**config.mk**
```make
export PLATFORM = sky130hd
export DESIGN_NAME = id_ex_stage
export DESIGN_NICKNAME = d
export VERILOG_FILES = /design/src/rtl/id_ex_stage_pkg.sv /design/src/rtl/id_ex_stage_fwd_mux.sv /design/src/rtl/id_ex_stage.sv
export SDC_FILE = /design/constraint.sdc
export NUM_CORES = 1
export LEC_CHECK = 0
export CAP_MARGIN = 20
export CELL_PAD_IN_SITES_DETAIL_PLACEMENT = 0
export CELL_PAD_IN_SITES_GLOBAL_PLACEMENT = 1
export CORE_AREA = 2 2 310 312
export DETAILED_ROUTE_END_ITERATION = 6
export DIE_AREA = 0 0 312 314
export GPL_TIMING_DRIVEN = 0
export PLACE_DENSITY = 0.58
export SKIP_LAST_GASP = 1
export SLEW_MARGIN = 25
export SYNTH_ARGS = -nofsm -noshare
export SYNTH_HDL_FRONTEND = slang
export SYNTH_SLANG_ARGS = --single-unit
```
**constraint.sdc**
```tcl
create_clock -name clk_i -period 2.75 [get_ports clk_i]
set_input_delay 0.275 -clock clk_i [delete_from_list [all_inputs] [get_ports clk_i]]
set_output_delay 0.275 -clock clk_i [all_outputs]
set_load 0.02 [all_outputs]
```
**src/rtl/id_ex_stage_pkg.sv**
```systemverilog
// Shared datapath constants for the ID/EX slice plus the operand forward-select encoding.
package id_ex_stage_pkg;

  localparam int WORD_WIDTH  = 64;
  localparam logic [WORD_WIDTH-1:0] WORD_ZERO = '0;
  localparam int vADDR_WIDTH = 5;
  localparam logic [vADDR_WIDTH-1:0] vADDR_ZERO = '0;

  typedef enum logic [1:0] {
    FWD_RF  = 2'd0,
    FWD_EX  = 2'd1,
    FWD_MEM = 2'd2,
    FWD_WB  = 2'd3
  } fwdSel_e;

endpackage

```
**src/rtl/id_ex_stage_fwd_mux.sv**
```systemverilog
// Per-operand forwarding mux: picks the youngest producer of rs (EX > MEM > WB > RF)
// and flags a load-use hazard when the EX producer is a load still in flight.
module id_ex_stage_fwd_mux
  import id_ex_stage_pkg::*;
#(
  parameter int WORD_W  = WORD_WIDTH,
  parameter int RADDR_W = vADDR_WIDTH
) (
  input  logic [RADDR_W-1:0] rs,
  input  logic               used,
  input  logic               exVld,
  input  logic               exWe,
  input  logic               exIsLoad,
  input  logic [RADDR_W-1:0] exRd,
  input  logic [WORD_W-1:0]  exData,
  input  logic               memWe,
  input  logic [RADDR_W-1:0] memRd,
  input  logic [WORD_W-1:0]  memData,
  input  logic               wbWe,
  input  logic [RADDR_W-1:0] wbRd,
  input  logic [WORD_W-1:0]  wbData,
  input  logic [WORD_W-1:0]  rfData,
  output logic [WORD_W-1:0]  value,
  output logic               loadHazard
);

  logic    rsLive;
  logic    exHit;
  fwdSel_e sel;

  always_comb begin
    rsLive     = (rs != RADDR_W'(vADDR_ZERO));
    exHit      = rsLive & exVld & exWe & (exRd == rs);
    loadHazard = used & exHit & exIsLoad;

    sel = FWD_RF;
    if (exHit && !exIsLoad) begin
      sel = FWD_EX;
    end else if (rsLive && memWe && (memRd == rs)) begin
      sel = FWD_MEM;
    end else if (rsLive && wbWe && (wbRd == rs)) begin
      sel = FWD_WB;
    end

    // x0 is hard-wired: whatever the register file returns is ignored
    value = WORD_W'(WORD_ZERO);
    if (rsLive) begin
      case (sel)
        FWD_EX:  value = exData;
        FWD_MEM: value = memData;
        FWD_WB:  value = wbData;
        default: value = rfData;
      endcase
    end
  end

endmodule

```
**src/rtl/id_ex_stage.sv**
```systemverilog
// ID/EX pipeline register: resolves forwarded operands, inserts load-use bubbles,
// honours back-pressure and flush, and counts hazard bubbles.
module id_ex_stage
  import id_ex_stage_pkg::*;
#(
  parameter int WORD_W  = WORD_WIDTH,
  parameter int RADDR_W = vADDR_WIDTH,
  parameter int OP_W    = 6,
  parameter int CNT_W   = 32
) (
  input  logic               clk_i,
  input  logic               rst_ni,
  input  logic               id_valid_i,
  input  logic [RADDR_W-1:0] id_rs1_i,
  input  logic [RADDR_W-1:0] id_rs2_i,
  input  logic               id_rs1_used_i,
  input  logic               id_rs2_used_i,
  input  logic [RADDR_W-1:0] id_rd_i,
  input  logic               id_rd_we_i,
  input  logic               id_is_load_i,
  input  logic [WORD_W-1:0]  id_imm_i,
  input  logic [WORD_W-1:0]  id_pc_i,
  input  logic [OP_W-1:0]    id_op_i,
  input  logic [WORD_W-1:0]  rf_rs1_data_i,
  input  logic [WORD_W-1:0]  rf_rs2_data_i,
  input  logic [WORD_W-1:0]  ex_result_i,
  input  logic [RADDR_W-1:0] mem_rd_i,
  input  logic               mem_we_i,
  input  logic [WORD_W-1:0]  mem_data_i,
  input  logic [RADDR_W-1:0] wb_rd_i,
  input  logic               wb_we_i,
  input  logic [WORD_W-1:0]  wb_data_i,
  input  logic               ex_ready_i,
  input  logic               flush_i,
  output logic               stall_o,
  output logic               ex_valid_o,
  output logic [WORD_W-1:0]  ex_rs1_val_o,
  output logic [WORD_W-1:0]  ex_rs2_val_o,
  output logic [RADDR_W-1:0] ex_rd_o,
  output logic               ex_rd_we_o,
  output logic               ex_is_load_o,
  output logic [WORD_W-1:0]  ex_imm_o,
  output logic [WORD_W-1:0]  ex_pc_o,
  output logic [OP_W-1:0]    ex_op_o,
  output logic [CNT_W-1:0]   stall_cnt_o
);

  function automatic logic [CNT_W-1:0] satInc(input logic [CNT_W-1:0] cnt);
    return (&cnt) ? cnt : cnt + CNT_W'(1);
  endfunction

  logic [WORD_W-1:0]  rs1Val_p0, rs2Val_p0;
  logic               rs1Haz_p0, rs2Haz_p0;
  logic               hazard_p0;
  logic               takeLoad_p0, takeBubble_p0;

  logic               vld_p1;
  logic [WORD_W-1:0]  rs1Val_p1, rs2Val_p1;
  logic [RADDR_W-1:0] rd_p1;
  logic               rdWe_p1;
  logic               isLoad_p1;
  logic [WORD_W-1:0]  imm_p1, pc_p1;
  logic [OP_W-1:0]    op_p1;
  logic [CNT_W-1:0]   stallCnt_p1;

  // ---- stage p0: ID-side operand resolution and hazard detection ----
  id_ex_stage_fwd_mux #(.WORD_W(WORD_W), .RADDR_W(RADDR_W)) uFwdRs1 (
    .rs(id_rs1_i), .used(id_rs1_used_i),
    .exVld(vld_p1), .exWe(rdWe_p1), .exIsLoad(isLoad_p1), .exRd(rd_p1), .exData(ex_result_i),
    .memWe(mem_we_i), .memRd(mem_rd_i), .memData(mem_data_i),
    .wbWe(wb_we_i), .wbRd(wb_rd_i), .wbData(wb_data_i),
    .rfData(rf_rs1_data_i), .value(rs1Val_p0), .loadHazard(rs1Haz_p0)
  );

  id_ex_stage_fwd_mux #(.WORD_W(WORD_W), .RADDR_W(RADDR_W)) uFwdRs2 (
    .rs(id_rs2_i), .used(id_rs2_used_i),
    .exVld(vld_p1), .exWe(rdWe_p1), .exIsLoad(isLoad_p1), .exRd(rd_p1), .exData(ex_result_i),
    .memWe(mem_we_i), .memRd(mem_rd_i), .memData(mem_data_i),
    .wbWe(wb_we_i), .wbRd(wb_rd_i), .wbData(wb_data_i),
    .rfData(rf_rs2_data_i), .value(rs2Val_p0), .loadHazard(rs2Haz_p0)
  );

  assign hazard_p0     = id_valid_i & (rs1Haz_p0 | rs2Haz_p0);
  assign stall_o       = hazard_p0 | ~ex_ready_i;
  assign takeLoad_p0   = ~flush_i & ex_ready_i & ~hazard_p0;
  assign takeBubble_p0 = ~flush_i & ex_ready_i & hazard_p0;

  // ---- stage p1: EX-facing pipeline register ----
  always_ff @(posedge clk_i or negedge rst_ni) begin
    if (!rst_ni) begin
      vld_p1      <= 1'b0;
      rdWe_p1     <= 1'b0;
      isLoad_p1   <= 1'b0;
      stallCnt_p1 <= '0;
    end else begin
      if (flush_i) begin
        vld_p1 <= 1'b0;
      end else if (takeBubble_p0) begin
        vld_p1      <= 1'b0;
        rdWe_p1     <= 1'b0;
        isLoad_p1   <= 1'b0;
        stallCnt_p1 <= satInc(stallCnt_p1);
      end else if (takeLoad_p0) begin
        vld_p1    <= id_valid_i;
        rdWe_p1   <= id_valid_i & id_rd_we_i;
        isLoad_p1 <= id_valid_i & id_is_load_i;
      end
    end
  end

  // Operands are captured only when the instruction actually advances into EX
  always_ff @(posedge clk_i or negedge rst_ni) begin
    if (!rst_ni) begin
      rs1Val_p1 <= '0;
      rs2Val_p1 <= '0;
      rd_p1     <= '0;
      imm_p1    <= '0;
      pc_p1     <= '0;
      op_p1     <= '0;
    end else if (takeLoad_p0) begin
      rs1Val_p1 <= rs1Val_p0;
      rs2Val_p1 <= rs2Val_p0;
      rd_p1     <= id_rd_i;
      imm_p1    <= id_imm_i;
      pc_p1     <= id_pc_i;
      op_p1     <= id_op_i;
    end
  end

  assign ex_valid_o   = vld_p1;
  assign ex_rs1_val_o = rs1Val_p1;
  assign ex_rs2_val_o = rs2Val_p1;
  assign ex_rd_o      = rd_p1;
  assign ex_rd_we_o   = rdWe_p1;
  assign ex_is_load_o = isLoad_p1;
  assign ex_imm_o     = imm_p1;
  assign ex_pc_o      = pc_p1;
  assign ex_op_o      = op_p1;
  assign stall_cnt_o  = stallCnt_p1;

endmodule

```
==> results_dict.tcl <==
set metrics [dict create \
    outcome "complete, but fails checks" \
    violations "design-rule violations" \
    end_kind "flip-flop" \
    power_mw 15.2 \
    finish.net_count 3024 \
    synth_warnings 0 \
    die_area_mm2 0.0980 \
    drcViolationCount 1 \
    io_buffers 791 \
    crit_slowest_cell "clkdlybuf4s50_1" \
    synth_area_leaders "dfrtp_1 46%, mux2_2 9.5%, a21oi_1 4.1%" \
    grt_pass1_vias 18700 \
    synth-main-ff-cell "dfrtp_1" \
    finalHoldViolCount 0 \
    path_class "in2reg" \
    ys_types 51 \
    fmax_mhz 368 \
    rows 113 \
    grtUsageTotal 0.200 \
    placed_cell_area_mm2 0.0261 \
    root_buffer "clkbuf_16" \
    layout-drive-gt1-share 0.143 \
    setup_viol 0 \
    path_delay_family "buffers and inverters" \
    final_util 0.296 \
    htree_levels 2 \
    power_density_mw_per_mm2 544 \
    cts_tree "yes" \
    min_period_ns 2.72 \
    yosysSeqAreaShare 0.457 \
    avgSynthCellArea_um2 9.81 \
    fin_skew_ns 0.0291 \
    vias_per_cell 4.73 \
    dr.pass1.iters 7 \
    cts_buffer_depth 3 \
    die_w_um 312 \
    netSwitchingPower_mw 4.80 \
    grt_overflow 0 \
    clkTransAtPathRegs_ns 0.06 \
    syn-cell-area_mm2 0.0165 \
    cpMostUsedCell "buf_2" \
    cell_internal_pwr_mw 10.4 \
    arrival_ns 3.16 \
    p_seq_frac 0.354 \
    grt_first_pass_wirelength_mm 143 \
    fp.coreArea_mm2 0.0944 \
    synth_seq_cells 302 \
    antenna_found_initial 50 \
    ioPinCount 793 \
    crit_chain "clkdlybuf4s50_1 -> nor4_2 -> nor2b_2 -> buf_2 -> nor3_1 -> a221o_1 -> buf_6 -> buf_2 -> nor2_1 -> o31ai_1" \
    dr.first_iter.drc_count 1633 \
    syn-num-nets 2176 \
    synth_top_area_frac 0.457 \
    start_kind "primary input" \
    cts_sinks 302 \
    yosys.area.top_type "dfrtp_1" \
    gp_congestion 0.924 \
    clock_latency_ns 0.59 \
    num_vias 18300 \
    hold_path_class "in2reg" \
    clockPowerShare 0.358 \
    critical_path_buf_inv_count 4 \
    ant_nets 0 \
    ys_top_cells_by_count "302 x dfrtp_1, 159 x nand2_1, 140 x mux2_2" \
    final_area_mm2 0.0279 \
    numCtsBuffers 41 \
    cap_violations 0 \
    synth.most_common_cell "dfrtp_1" \
    finalMaxSlewViolations 0 \
    die_height_um 314 \
    p_leak_nw 11.2 \
    peakVddDrop_v 0.000371 \
    fin_crit_sh 0.989 \
    async_flop_share 1.00 \
    worstPathMaxFanout 10 \
    detailed_place_hpwl_mm 83.4 \
    synth-edff-count 0 \
    grt_setup_unrepaired "true" \
    synth_cells 1685 \
    worst_ep_required_time_ns 3.19 \
    combPwrFrac 0.287 \
    drt_wl_total_mm 103 \
    initial_core_util 0.175 \
    holdWs_ns 0.264 \
    area_growth_syn_to_layout_pct 69.0 \
    wl_per_cell_um 26.6 \
    max-slew-margin-rel 0.396 \
    tightest_slew_ns 0.907 \
    switching_share 0.316 \
    grt_max_degree 91 \
    crit_path_max_incr_delay_ns 0.56 \
]
## final timing paths
path	from	endpoint	slack (ns)	cells after the start
min in group asynchronous	rst_ni	ex_rs2_val_o[36]	0.30	2
worst max-delay path	id_rs1_i[3]	ex_rs1_val_o[37]	0.03	10
worst min register to register	ex_rs1_val_o[55]	ex_rs1_val_o[55]	0.48	2
max in group asynchronous	rst_ni	ex_rd_o[3]	1.10	4
worst max register to register	ex_rd_o[1]	ex_imm_o[8]	0.17	7
worst min-delay path	id_rd_we_i	ex_rd_we_o	0.26	3
## layer usage
layer	part of all wire	global-route usage
met1	0.42	0.256
met5	0.0019	0
met4	0.032	0.0668
met2	0.47	0.331
met3	0.075	0.0480
## cells in the final DEF (no fill, tap or decap), types with 30 or more instances in the layout
cell type        instances
a21oi_1                137
a22o_1                  37
a22oi_1                 52
a32o_1                  64
buf_2                   58
clkbuf_1                62
clkbuf_16               41
clkdlybuf4s50_1        787
dfrtp_1                300
diode_2                 30
mux2_2                 140
nand2_1                159
nand2b_1                56
nand3_1                 34
nor2_1                 135
o31ai_1                 64
or3_1                  100
xnor2_1                 35
## power by group through the flow
stage	registers, mW	logic (mW)	clock network [mW]
after floorplan	6.10	1.01	0
after global routing	5.45	4.59	5.82
after global placement	5.45	4.30	0
after detailed placement	5.46	4.35	0
final	5.39	4.37	5.45
after CTS	5.39	4.40	5.62
## sequential cells by signal, indices dropped and copies added (netlist names)
register      cells
ex_imm_o         64
ex_is_load_o      1
ex_rs1_val_o     64
ex_valid_o        1
ex_pc_o          64
stall_cnt_o      32
ex_op_o           6
ex_rd_we_o        1
ex_rd_o           5
ex_rs2_val_o     64
## cells by family (layout without fill, tap and decap cells)
logic type      after synthesis  after routing  share of synthesized area
buf+inv                     164           1043                     0.0451
other cells                   0             30                          0
xor+xnor                     61             61                     0.0323
simple gates                589            589                      0.184
fa+ha+maj                     1              1                   0.000757
flops                       302            302                      0.457
compound gates              428            428                      0.186
mux                         140            140                     0.0954
## through the flow
step / setup TNS, ns / cells / worst slack (ns)
after floorplan: 0 / 1685 / 0.518
after global placement: -4034.46 / 3741 / -12.61
after global routing: -0.0343 / 3851 / -0.0325
after detailed placement: -254.00 / 3745 / -1.67
after CTS: -0.0284 / 3825 / -0.0271
final: 0 / 3859 / 0.0300
## cell type report
cell class | instances | area (um2)
Sequential cell | 302 | 7560
Tap cell | 1265 | 1580
Timing Repair Buffer | 807 | 8160
Inverter | 5 | 18.8
Multi-Input combinational cell | 1219 | 8370
Fill cell | 10000 | 66500
Antenna cell | 30 | 75.1
Clock buffer | 58 | 1160
Clock inverter | 16 | 196
Buffer | 157 | 816
## worst reg2reg max path, cell delays in order, from the launching register on
cell      delay [ns]
dfrtp_2         0.46
xor2_1          0.18
nor4_1          0.28
nand4_1         0.24
nand3_4         0.27
clkbuf_4        0.31
buf_2           0.34
mux2_2          0.39
## what timing repair did
action                     CTS  global route
pin swaps                    6             7
gates resized for setup     66            30
hold buffers                 1             0
setup buffers                7             4
setup endpoints to repair  228           167
hold endpoints to repair    68             0
cloned                       0             0
Note: power is estimated with default switching activity, not from simulation.
